--- src/rtl/ssp_tx_serializer.sv ---
// TI-style SSP transmit serializer: pops words from the TX FIFO and shifts them
// out MSB-first with a one-slot frame pulse, SSPCLKOUT = PCLK/2.
module ssp_tx_serializer #(
  parameter int unsigned DATA_WIDTH = 8
) (
  input  logic                  PCLK,
  input  logic                  CLEAR,
  input  logic                  SSE,
  input  logic                  ValidWord,
  input  logic [DATA_WIDTH-1:0] TxData,
  output logic                  NextWord,
  output logic                  SSPCLKOUT,
  output logic                  SSPFSSOUT,
  output logic                  SSPTXD,
  output logic                  SSPOE_B,
  output logic                  BUSY
);

  localparam int unsigned CNT_W = (DATA_WIDTH > 1) ? $clog2(DATA_WIDTH) : 1;

  typedef enum logic [1:0] {
    ST_IDLE  = 2'd0,
    ST_FRAME = 2'd1,
    ST_SHIFT = 2'd2
  } state_e;

  state_e                state_q, state_d;
  logic [DATA_WIDTH-1:0] shift_q, shift_d;
  logic [CNT_W-1:0]      cnt_q, cnt_d;
  logic                  phase_q, phase_d;

  logic clk_q, clk_d;
  logic fss_q, fss_d;
  logic txd_q, txd_d;
  logic oeb_q, oeb_d;
  logic busy_q, busy_d;

  logic load_slot;

  // A new word may be accepted when idle or at the very end of the last bit slot.
  assign load_slot = (state_q == ST_IDLE) ||
                     ((state_q == ST_SHIFT) && (cnt_q == '0) && phase_q);
  assign NextWord  = !CLEAR && ValidWord && SSE && load_slot;

  // Next-state logic; registered outputs are decoded from the next state so
  // they line up with the cycle the state becomes active.
  always_comb begin
    state_d = state_q;
    shift_d = shift_q;
    cnt_d   = cnt_q;
    phase_d = phase_q;

    unique case (state_q)
      ST_IDLE: begin
        if (NextWord) begin
          state_d = ST_FRAME;
          shift_d = TxData;
          phase_d = 1'b0;
        end
      end
      ST_FRAME: begin
        phase_d = !phase_q;
        if (phase_q) begin
          state_d = ST_SHIFT;
          cnt_d   = CNT_W'(DATA_WIDTH - 1);
        end
      end
      ST_SHIFT: begin
        phase_d = !phase_q;
        if (phase_q) begin
          if (cnt_q != '0) begin
            cnt_d = cnt_q - CNT_W'(1);
          end else if (NextWord) begin
            state_d = ST_FRAME;
            shift_d = TxData;
          end else begin
            state_d = ST_IDLE;
          end
        end
      end
      default: begin
        state_d = ST_IDLE;
        phase_d = 1'b0;
      end
    endcase

    clk_d  = (state_d != ST_IDLE) && !phase_d;
    fss_d  = (state_d == ST_FRAME);
    txd_d  = (state_d == ST_SHIFT) ? shift_d[cnt_d] : 1'b0;
    oeb_d  = (state_d == ST_IDLE);
    busy_d = (state_d != ST_IDLE);
  end

  always_ff @(posedge PCLK) begin
    if (CLEAR) begin
      state_q <= ST_IDLE;
      shift_q <= '0;
      cnt_q   <= '0;
      phase_q <= 1'b0;
      clk_q   <= 1'b0;
      fss_q   <= 1'b0;
      txd_q   <= 1'b0;
      oeb_q   <= 1'b1;
      busy_q  <= 1'b0;
    end else begin
      state_q <= state_d;
      shift_q <= shift_d;
      cnt_q   <= cnt_d;
      phase_q <= phase_d;
      clk_q   <= clk_d;
      fss_q   <= fss_d;
      txd_q   <= txd_d;
      oeb_q   <= oeb_d;
      busy_q  <= busy_d;
    end
  end

  assign SSPCLKOUT = clk_q;
  assign SSPFSSOUT = fss_q;
  assign SSPTXD    = txd_q;
  assign SSPOE_B   = oeb_q;
  assign BUSY      = busy_q;

endmodule

--- config.mk ---
export PLATFORM = sky130hd
export DESIGN_NAME = ssp_tx_serializer
export DESIGN_NICKNAME = d
export VERILOG_FILES = /design/src/rtl/ssp_tx_serializer.sv
export SDC_FILE = /design/constraint.sdc
export NUM_CORES = 1
export LEC_CHECK = 0
export CAP_MARGIN = 15
export CORE_ASPECT_RATIO = 0.5
export CORE_UTILIZATION = 40
export DETAILED_ROUTE_END_ITERATION = 10
export GPL_TIMING_DRIVEN = 0
export PLACE_DENSITY = 0.72
export SKIP_CTS_REPAIR_TIMING = 1
export SLEW_MARGIN = 20
export SYNTH_ARGS = -nofsm -noshare
export SYNTH_HDL_FRONTEND = slang
export SYNTH_SLANG_ARGS = --single-unit
--- constraint.sdc ---
create_clock -name PCLK -period 2.15 [get_ports PCLK]
set_clock_uncertainty 0.2 [all_clocks]
set_input_delay 0.215 -clock PCLK [delete_from_list [all_inputs] [get_ports PCLK]]
set_output_delay 0.215 -clock PCLK [all_outputs]
set_load 0.005 [all_outputs]
==> flow_metrics.env, run 1 <==
export IMPL_ys_seq_elements=19
export IMPL_yosysTopAreaCellShare_pct=33.3
export IMPL_hold_path_depth=2
export IMPL_diodes=0
export IMPL_period_minus_slack_ns=2.14
export IMPL_drtIter0Drc=135
export IMPL_finalNetCount=177
export IMPL_avgRoutedWirePerCell_um=16.1
export IMPL_cts_root_buffer="clkbuf_8"
export IMPL_fin_util_pct=60.0
export IMPL_area_growth_pct=39.3
export IMPL_design_area_sq_mm=0.00159
export IMPL_ys_warn_count=0
export IMPL_maxCapViolations=0
export IMPL_num_rows=13
export IMPL_total_power_mw=0.766
export IMPL_place_area_sq_mm=0.00136
export IMPL_grt_pass1_vias=966
export IMPL_portBuffers=17
export IMPL_postRouteWirelength_um=3130
export IMPL_period_share_pct=99.4
export IMPL_seq_area_frac_synth_pct=33.3
export IMPL_initial_core_util_pct=43.1
export IMPL_yosys_top_cells_area="dfxtp_1 33%, ha_1 6.6%, a21oi_1 4.8%"
export IMPL_syn_inst=127
export IMPL_cts_tree="yes"
export IMPL_ir_drop_mv=0.251
export IMPL_grt_max_degree=12
export IMPL_grt_util_all_layers_pct=19.7
export IMPL_synth_edf_count=0
export IMPL_place_ws_ns=-0.343
export IMPL_syn_num_nets=145
export IMPL_grt_first_pass_wirelength_um=4490
export IMPL_synth_avg_cell_area_sq_um=8.99
export IMPL_cts_buffers=3
export IMPL_core_region_area_sq_mm=0.00265
export IMPL_cts_clk_slew_worst_paths_ns=0.07
export IMPL_path_class="register to register"
export IMPL_worstRegToRegCells=9
export IMPL_clk_path_buf_depth=2
export IMPL_antenna_left=0
export IMPL_slew_violations=0
export IMPL_vias_per_cell=5.98
export IMPL_clock_fmax_ghz=0.468
export IMPL_status="complete, no violations"
export IMPL_leakage_nw=0.595
export IMPL_boundaryPins=18
export IMPL_drc=0
export IMPL_grt_overflow_total=0
export IMPL_synth_area_sq_mm=0.00114
export IMPL_die_h_um=39.8
export IMPL_cp_arrival_ns=2.06
export IMPL_slew_headroom_pct=69.7
export IMPL_dpl_hpwl_um=2070
export IMPL_clk_latency_ns=0.26
export IMPL_fp_dieArea_sq_mm=0.00309
export IMPL_final_setup_viol_count=0
export IMPL_worstMarginPinSlew_ns=0.454
export IMPL_clock_sinks=19
export IMPL_final_layout_size_suffix_gt1_share_pct=29.1
export IMPL_rsz0062_at_grt="true"
export IMPL_htreeDepth=1
export IMPL_start_kind="register"
export IMPL_cp_max_fo=4
export IMPL_die_w_um=77.6
export IMPL_setup_ws_ns=0.0139
export IMPL_netlist_top_cell_by_area="dfxtp_1"
export IMPL_worstPathRequired_ns=2.08
export IMPL_synth_cell_type_count=37
export IMPL_dr_pass1_iters=5
export IMPL_gp_congestion=0.817
export IMPL_synth_ff_type="dfxtp_1"
export IMPL_p_per_area_mw_per_mm2=481
export IMPL_critPathCaptureType="register"
export IMPL_antenna_found_initial=0
export IMPL_async_reset_ff_share_pct=0
export IMPL_timing_final_hold_violations=0
export IMPL_num_vias=1166
export IMPL_hold_path_class="input pin to register"
## final cells by class
class	count	area, sq um
timing repair buffer	27	267
clock inverter	1	5.00
tap	37	46.3
sequential	19	388
inverter	8	35.0
clock buffer	3	41.3
multi-input combinational	95	776
buffer	5	33.8
fill	248	1060
## path summary, 6_finish.rpt
kind,startpoint,to,slack (ns)
max,cnt_q[1]$_SDFF_PP0_,SSPTXD$_SDFF_PP0_,0.01
max reg2reg,cnt_q[1]$_SDFF_PP0_,SSPTXD$_SDFF_PP0_,0.01
min reg2reg,shift_q[0]$_SDFF_PP0_,shift_q[0]$_SDFF_PP0_,0.35
min,CLEAR,cnt_q[1]$_SDFF_PP0_,0.12
## through the flow
stage          cells  TNS (ns)  hold WS, ns
2_1_floorplan    127         0       0.0866
3_3_place_gp     181    -0.604        0.325
3_5_place_dp     181    -0.602        0.332
4_1_cts          185    -0.588        0.350
5_1_grt          195    -0.164        0.130
6_report         195         0        0.120
## power by group
part           leakage (nW)  switching [mW]  total, mW  internal, mW
combinational         0.413          0.0691      0.142        0.0732
clock                0.0255           0.125      0.254         0.129
sequential            0.157         0.00597      0.369         0.363
## worst max-delay path, stage by stage, from the launching register on
cell	delay, ns
dfxtp_2	0.33
inv_2	0.08
ha_4	0.14
buf_6	0.09
nor2b_2	0.21
o21ai_1	0.15
a211oi_2	0.35
nand3_1	0.14
a41oi_2	0.26
a211oi_2	0.05
## cells in the mapped netlist, types with 2 or more instances
library cell	instances
o2bb2ai_1	4
a31oi_1	7
nand3_1	5
nand3b_4	2
dfxtp_1	19
and3_1	4
nor2_1	8
o21ai_0	3
ha_1	6
a211oi_1	2
nor2b_1	3
buf_4	2
nand2b_1	4
a21oi_1	11
nand4_1	5
nand2_1	2
or2_1	2
a222oi_1	4
inv_1	8
a22oi_1	4
clkbuf_1	2
o21a_1	2
nand4b_1	4
## routing by layer
layer	vias to the layer above	GRT usage, %	wire length (um)
met5	-	0	0
met4	0	6.13	51
met3	7	6.51	225
met2	45	33.0	1460
met1	562	24.5	1400
li1	552	-	-
## kinds of logic after synthesis
logic type | share of synthesized area, %
simple gates | 25.6
flops | 33.3
compound gates | 28.9
fa+ha+maj | 6.57
buf+inv | 5.59
## cell usage in the layout (no fill, tap or decap), types with 2 or more instances in the layout
master and n:
ha_1 2, nor2_2 2, a222oi_1 4, nor2_1 7, inv_1 4, nand2b_1 4
ha_4 3, clkbuf_8 3, clkdlybuf4s50_1 15, nand2_1 2, nor2b_2 2, nor2b_1 2
o21ai_0 2, a21oi_1 11, nand4b_1 4, inv_2 2, or2_1 2, a22oi_1 4
dlymetal6s2s_1 2, buf_4 10, o2bb2ai_1 3, a211oi_2 3, and3_1 4, o21a_1 2
dfxtp_1 15, clkbuf_1 2, nand3b_4 2, inv_4 2, nand3_1 5, a31oi_1 7
buf_6 2, nand4_1 5, dfxtp_2 3
## state kept, by name (all words and copies together), names as in the netlist
signal	count
state_q	2
shift_q	8
BUSY	1
SSPTXD	1
phase_q	1
cnt_q	3
SSPFSSOUT	1
SSPCLKOUT	1
SSPOE_B	1
(Power assumes the default switching activity.)
==> run 2: changes to the inputs <==
Settings changed: ABC_AREA set to 1, CAP_MARGIN 15 to 5, PLACE_DENSITY 0.72 to 0.71.
==> run 2 against run 1 <==
Effect of this change: synthesized area rose by 6.8%; sequential share of layout area rose by 0.072 points; total power rose by 5.6%; flip-flop and latch count did not move; global-route usage fell by 0.81 points; cell count rose by 26%; sequential power rose by 2%; worst setup slack improved by 0.13 ns; final area fell by 1.3%; via count barely moved; largest power group unchanged.
==> flow_metrics.env, run 2 <==
export IMPL_diodes=0
export IMPL_hold_path_class="register to register"
export IMPL_synth_top_family_by_area="simple AND/OR/NAND/NOR gates"
export IMPL_worstMarginPinSlew_ns=0.499
export IMPL_area_growth_pct=28.8
export IMPL_cts_tree="yes"
export IMPL_yosys_top_cells_count="62 x nand2_1, 20 x inv_1, 19 x dfxtp_1"
export IMPL_start_kind="register"
export IMPL_htreeDepth=1
export IMPL_slew_headroom_pct=66.8
export IMPL_critPathCaptureType="register"
export IMPL_antenna_found_initial=0
export IMPL_clock_sinks=19
export IMPL_p_per_area_mw_per_mm2=515
export IMPL_yosys_top_cells_area="dfxtp_1 31%, nand2_1 19%, ha_1 6.2%"
export IMPL_antenna_left=0
export IMPL_dpl_hpwl_um=2030
export IMPL_cts_clk_slew_worst_paths_ns=0.07
export IMPL_leakage_nw=0.753
export IMPL_boundaryPins=18
export IMPL_final_common_cell="nand2_1"
export IMPL_clk_latency_ns=0.26
export IMPL_p_int_mw=0.581
export IMPL_num_vias=1167
export IMPL_path_class="register to register"
export IMPL_synth_edf_count=0
export IMPL_setup_ws_ns=0.142
export IMPL_synth_xor_area_share_pct=0
export IMPL_synth_most_common_cell="nand2_1"
export IMPL_reg_top3="shift_q x8, cnt_q x3, state_q x2"
export IMPL_period_share_pct=93.4
export IMPL_period_minus_slack_ns=2.01
export IMPL_total_power_mw=0.809
export IMPL_placedCellCount=237
export IMPL_ys_seq_elements=19
export IMPL_pwr_share_comb_pct=22.3
export IMPL_drtIter0Drc=81
export IMPL_slew_violations=0
export IMPL_max_flop_register="shift_q"
export IMPL_worstPathRequired_ns=2.11
export IMPL_synthAdderAreaFrac_pct=6.15
export IMPL_grt_max_degree=11
export IMPL_gp_congestion=0.895
export IMPL_dr_pass1_iters=4
export IMPL_syn_num_nets=202
export IMPL_fp_dieArea_sq_mm=0.00329
export IMPL_grt_overflow_total=0
export IMPL_yosysTopAreaCellShare_pct=31.2
export IMPL_switching_share_pct=28.2
export IMPL_clock_fmax_ghz=0.498
export IMPL_maxCapViolations=0
export IMPL_syn_inst=184
export IMPL_num_rows=13
export IMPL_synthSimpleGateAreaFrac_pct=38.9
export IMPL_grt_first_pass_wirelength_um=4370
export IMPL_die_w_um=80.1
export IMPL_clk_path_buf_depth=2
export IMPL_drc=0
export IMPL_largest_register_ffs=8
export IMPL_timing_final_hold_violations=0
export IMPL_grt_util_all_layers_pct=18.9
export IMPL_pwr_share_clk_pct=31.3
export IMPL_synthMuxAreaShare_pct=0
export IMPL_mostFrequentLayoutCells="61 x nand2_1, 18 x dfxtp_1, 18 x inv_1, 18 x nor2_1, 15 x clkdlybuf4s50_1"
export IMPL_vias_per_cell=4.76
export IMPL_final_layout_size_suffix_gt1_share_pct=17.3
export IMPL_synth_avg_cell_area_sq_um=6.63
export IMPL_postRouteWirelength_um=2740
export IMPL_cp_arrival_ns=1.96
export IMPL_initial_core_util_pct=44.6
export IMPL_cp_max_fo=6
export IMPL_final_setup_viol_count=0
export IMPL_cts_buffers=3
export IMPL_ys_warn_count=0
export IMPL_place_ws_ns=0.0149
export IMPL_portBuffers=16
export IMPL_ir_drop_mv=0.365
export IMPL_async_reset_ff_share_pct=0
export IMPL_synth_ff_type="dfxtp_1"
export IMPL_finalNetCount=227
export IMPL_avgRoutedWirePerCell_um=11.2
export IMPL_switchingPower_mw=0.228
export IMPL_core_region_area_sq_mm=0.00273
export IMPL_synth_compound_area_share_pct=12.5
export IMPL_die_h_um=41.1
export IMPL_grt_pass1_vias=951
export IMPL_instances_no_fill=245
export IMPL_netlist_top_cell_by_area="dfxtp_1"
export IMPL_status="complete, no violations"
export IMPL_seq_area_frac_synth_pct=31.2
export IMPL_pwr_share_seq_pct=46.5
export IMPL_synth_area_sq_mm=0.00122
export IMPL_cts_root_buffer="clkbuf_8"
export IMPL_synth_cell_type_count=29
==> run 2: changes by cell type after synthesis, sizes merged, moves of 5 or more <==
cell	change
a31oi	-7
nand3	+5
inv	+18
nand2	+65
o21ai	+6
nor2	+10
==> run 2: critical path, cell delays in order (launching register included) <==
cell and delay, ns:
dfxtp_4 0.36, inv_4 0.07, ha_2 0.16, buf_6 0.11
nand2_2 0.05, inv_2 0.06, nand2_4 0.08, a21oi_4 0.24
nand2_1 0.10, nand3_2 0.07, nand2_1 0.06, nand2_1 0.07
nand3_2 0.08, a21oi_2 0.14, nor2_1 0.05
==> run 2: power groups by stage <==
stage	clock, mW	combinational [mW]	sequential [mW]
5_1_grt	0.276	0.203	0.377
3_5_place_dp	0	0.164	0.384
6_report	0.253	0.180	0.376
4_1_cts	0.257	0.165	0.375
2_1_floorplan	0	0.110	0.383
3_3_place_gp	0	0.163	0.383
==> run 2: area by class of cell <==
class	instances	area (sq um)
fillers	267	1160
repair buffers	20	195
multi-input cells	135	761
plain buffers	4	37.5
flip-flops and latches	19	384
inverters	26	103
well taps	37	46.3
clock buffers	4	45.0
==> run 2: final timing paths <==
path                                         endpoint  depth (start not counted)  slack, ns             startpoint
worst max-delay path                SSPTXD$_SDFF_PP0_                         14       0.14  state_q[0]$_SDFF_PP0_
worst max register to register      SSPTXD$_SDFF_PP0_                         14       0.14  state_q[0]$_SDFF_PP0_
worst min-delay path            shift_q[5]$_SDFF_PP0_                          2       0.30  shift_q[5]$_SDFF_PP0_
worst min register to register  shift_q[5]$_SDFF_PP0_                          2       0.30  shift_q[5]$_SDFF_PP0_
==> run 2: cells by family after synthesis <==
family,Yosys count
AND/OR/NAND/NOR,104
buffers and inverters,30
AO/OA/AOI/OAI,25
flip-flops,19
adder cells (fa/ha/maj),6
==> run 2: routing by layer <==
layer	routed length, um	vias up	GRT usage [%]
met4	43	0	9.38
met2	1200	19	31.0
met5	0	-	0
met1	1390	521	24.1
li1	-	622	-
met3	106	5	4.67
==> run 2: stage by stage <==
stage | TNS, ns | util [%] | hold slack (ns) | instance area [sq um]
after global placement | 0 | 52.2 | 0.231 | 1430
after detailed placement | 0 | 52.2 | 0.232 | 1430
after global routing | -0.00703 | 57.5 | 0.313 | 1570
after floorplan | 0 | - | 0.202 | 1220
after CTS | -0.233 | 53.8 | -0.0432 | 1470
final | 0 | 57.5 | 0.298 | 1570
==> run 3: changes to the inputs <==
Settings changed: CORE_MARGIN set to 4, GPL_ROUTABILITY_DRIVEN set to 0, SLEW_MARGIN 20 to unset.
==> run 3 against run 2 <==
Effect of this change: register-to-register slack lost 0.05 ns; worst setup slack lost 0.054 ns; sequential share of layout area grew 0.22 points; first-iteration DRC count grew 14%; flip-flop and latch count is the same; sequential power is essentially flat; largest power group unchanged; fmax shrank 2.6%; final area shrank 0.56%; cell count grew 1.2%; routed wire length grew 1.9%; die area grew 23%; combinational power is essentially flat; highest routed layer unchanged.
==> flow_metrics.env, run 3 (synthesis results as in run 2) <==
export IMPL_die_w_um=86.1
export IMPL_crit_buf_inv=4
export IMPL_design_area_sq_mm=0.00156
export IMPL_status="complete, no violations"
export IMPL_met1_length_um=1370
export IMPL_reg2reg_slack_ns=0.09
export IMPL_max_flop_register="shift_q"
export IMPL_seq_area_sq_um=385
export IMPL_timing_final_hold_violations=0
export IMPL_crit_chain="inv_2 > ha_1 > buf_6 > nand2_2 > inv_2 > nand2_4 > a21oi_4 > buf_4 > nand2_1 > nand3_1 > nand2_1 > nand2_1 > nand3_1 > a21oi_1 > nor2_1"
export IMPL_area_growth_pct=28.1
export IMPL_critical_path_top_delay_family="simple AND/OR/NAND/NOR gates"
export IMPL_start_kind="register"
export IMPL_grt_first_pass_wirelength_um=4380
export IMPL_htreeDepth=1
export IMPL_portBuffers=16
export IMPL_clk_latency_ns=0.26
export IMPL_worstMarginPinSlew_ns=0.472
export IMPL_finalNetCount=230
export IMPL_slew_headroom_pct=68.6
export IMPL_setup_ws_ns=0.0888
export IMPL_drc=0
export IMPL_period_share_pct=95.9
export IMPL_placedCellCount=237
export IMPL_slew_violations=0
export IMPL_postRouteWirelength_um=2790
export IMPL_cts_tree="yes"
export IMPL_leakage_nw=0.759
export IMPL_cp_arrival_ns=2.02
export IMPL_core_region_area_sq_mm=0.00275
export IMPL_fp_dieArea_sq_mm=0.00405
export IMPL_grt_pass1_vias=971
export IMPL_mostFrequentLayoutCells="61 x nand2_1, 18 x inv_1, 18 x nor2_1, 17 x dfxtp_1, 15 x clkdlybuf4s50_1"
export IMPL_multi_input_area_sq_um=731
export IMPL_slowest_delay_ns=0.36
export IMPL_final_common_cell="nand2_1"
export IMPL_cp_max_fo=6
export IMPL_avgRoutedWirePerCell_um=11.3
export IMPL_final_layout_size_suffix_gt1_share_pct=17.1
export IMPL_die_h_um=47.1
export IMPL_timing_hold_ws_ns=0.296
export IMPL_critPathCaptureType="register"
export IMPL_grt_max_degree=11
export IMPL_hold_path_class="register to register"
export IMPL_place_ws_ns=0.000854
export IMPL_initial_core_util_pct=44.4
export IMPL_totalNegativeSetupSlack_ns=0
export IMPL_crit_top_cell="nand2_1"
export IMPL_path_class="register to register"
export IMPL_diodes=0
export IMPL_clock_fmax_ghz=0.485
export IMPL_num_rows=13
export IMPL_grt_util_all_layers_pct=14.4
export IMPL_instances_no_fill=248
export IMPL_cts_buffers=3
export IMPL_drtIter0Drc=92
export IMPL_route_met3_wl_um=138
export IMPL_antenna_found_initial=0
export IMPL_ir_drop_mv=0.392
export IMPL_num_vias=1203
export IMPL_clk_path_buf_depth=2
export IMPL_p_per_area_mw_per_mm2=517
export IMPL_cts_root_buffer="clkbuf_8"
export IMPL_period_minus_slack_ns=2.06
export IMPL_place_area_sq_mm=0.00143
export IMPL_cts_clk_slew_worst_paths_ns=0.07
export IMPL_route_met2_wl_um=1230
export IMPL_boundaryPins=18
export IMPL_grt_overflow_total=0
export IMPL_largest_register_ffs=8
export IMPL_antenna_left=0
export IMPL_clock_sinks=19
export IMPL_dr_pass1_iters=7
export IMPL_worstPathRequired_ns=2.11
export IMPL_slowest_stage="dfxtp_4"
export IMPL_routed_top_layer="met4"
export IMPL_final_setup_viol_count=0
export IMPL_maxCapViolations=0
export IMPL_fillCellCount=256
export IMPL_reg_top3="shift_q x8, cnt_q x3, state_q x2"
export IMPL_dpl_hpwl_um=2080
export IMPL_vias_per_cell=4.85
## run 3: cell count changes in the layout (fill, tap and decap cells not counted), sizes merged
cell	delta
buf	+3
## run 3: layer usage
layer / up-vias / GRT usage, %
li1: 632 / -
met1: 533 / 18.6
met2: 29 / 23.1
met3: 9 / 4.20
met4: 0 / 5.68
met5: - / 0
## run 3: worst register-to-register path, stage by stage, from the launching register on
cell and delay (ns):
dfxtp_4 0.36, inv_2 0.08, ha_1 0.16, buf_6 0.12, nand2_2 0.05, inv_2 0.06, nand2_4 0.07, a21oi_4 0.21
buf_4 0.15, nand2_1 0.04, nand3_1 0.08, nand2_1 0.06, nand2_1 0.06, nand3_1 0.07, a21oi_1 0.14, nor2_1 0.06
## run 3: layout make-up
cell class	instances	share of cell area, %
multi-input combinational	135	46.8
sequential	19	24.7
timing repair buffer	23	13.9
inverter	26	6.41
tap	37	2.96
clock buffer	4	2.88
buffer	4	2.40
## run 3: report_power, final
group	internal, mW	total, mW	switching, mW	leakage (nW)
Combinational	0.0807	0.177	0.0962	0.581
Clock	0.132	0.256	0.124	0.0228
Sequential	0.368	0.376	0.00783	0.156
## run 3: worst paths after layout
check | from | to | cells past startpoint
worst min register to register | shift_q[2]$_SDFF_PP0_ | shift_q[2]$_SDFF_PP0_ | 2
worst max register to register | state_q[0]$_SDFF_PP0_ | SSPTXD$_SDFF_PP0_ | 15
worst max-delay path | state_q[0]$_SDFF_PP0_ | SSPTXD$_SDFF_PP0_ | 15
worst min-delay path | shift_q[2]$_SDFF_PP0_ | shift_q[2]$_SDFF_PP0_ | 2
## run 3: through the flow
| step | utilization (%) | power (mW) |
|---|---|---|
| floorplan | - | 0.493 |
| finish | 56.9 | 0.808 |
| global route | 56.9 | 0.857 |
| detailed placement | 51.9 | 0.548 |
| CTS | 53.5 | 0.807 |
| global placement | 51.9 | 0.545 |
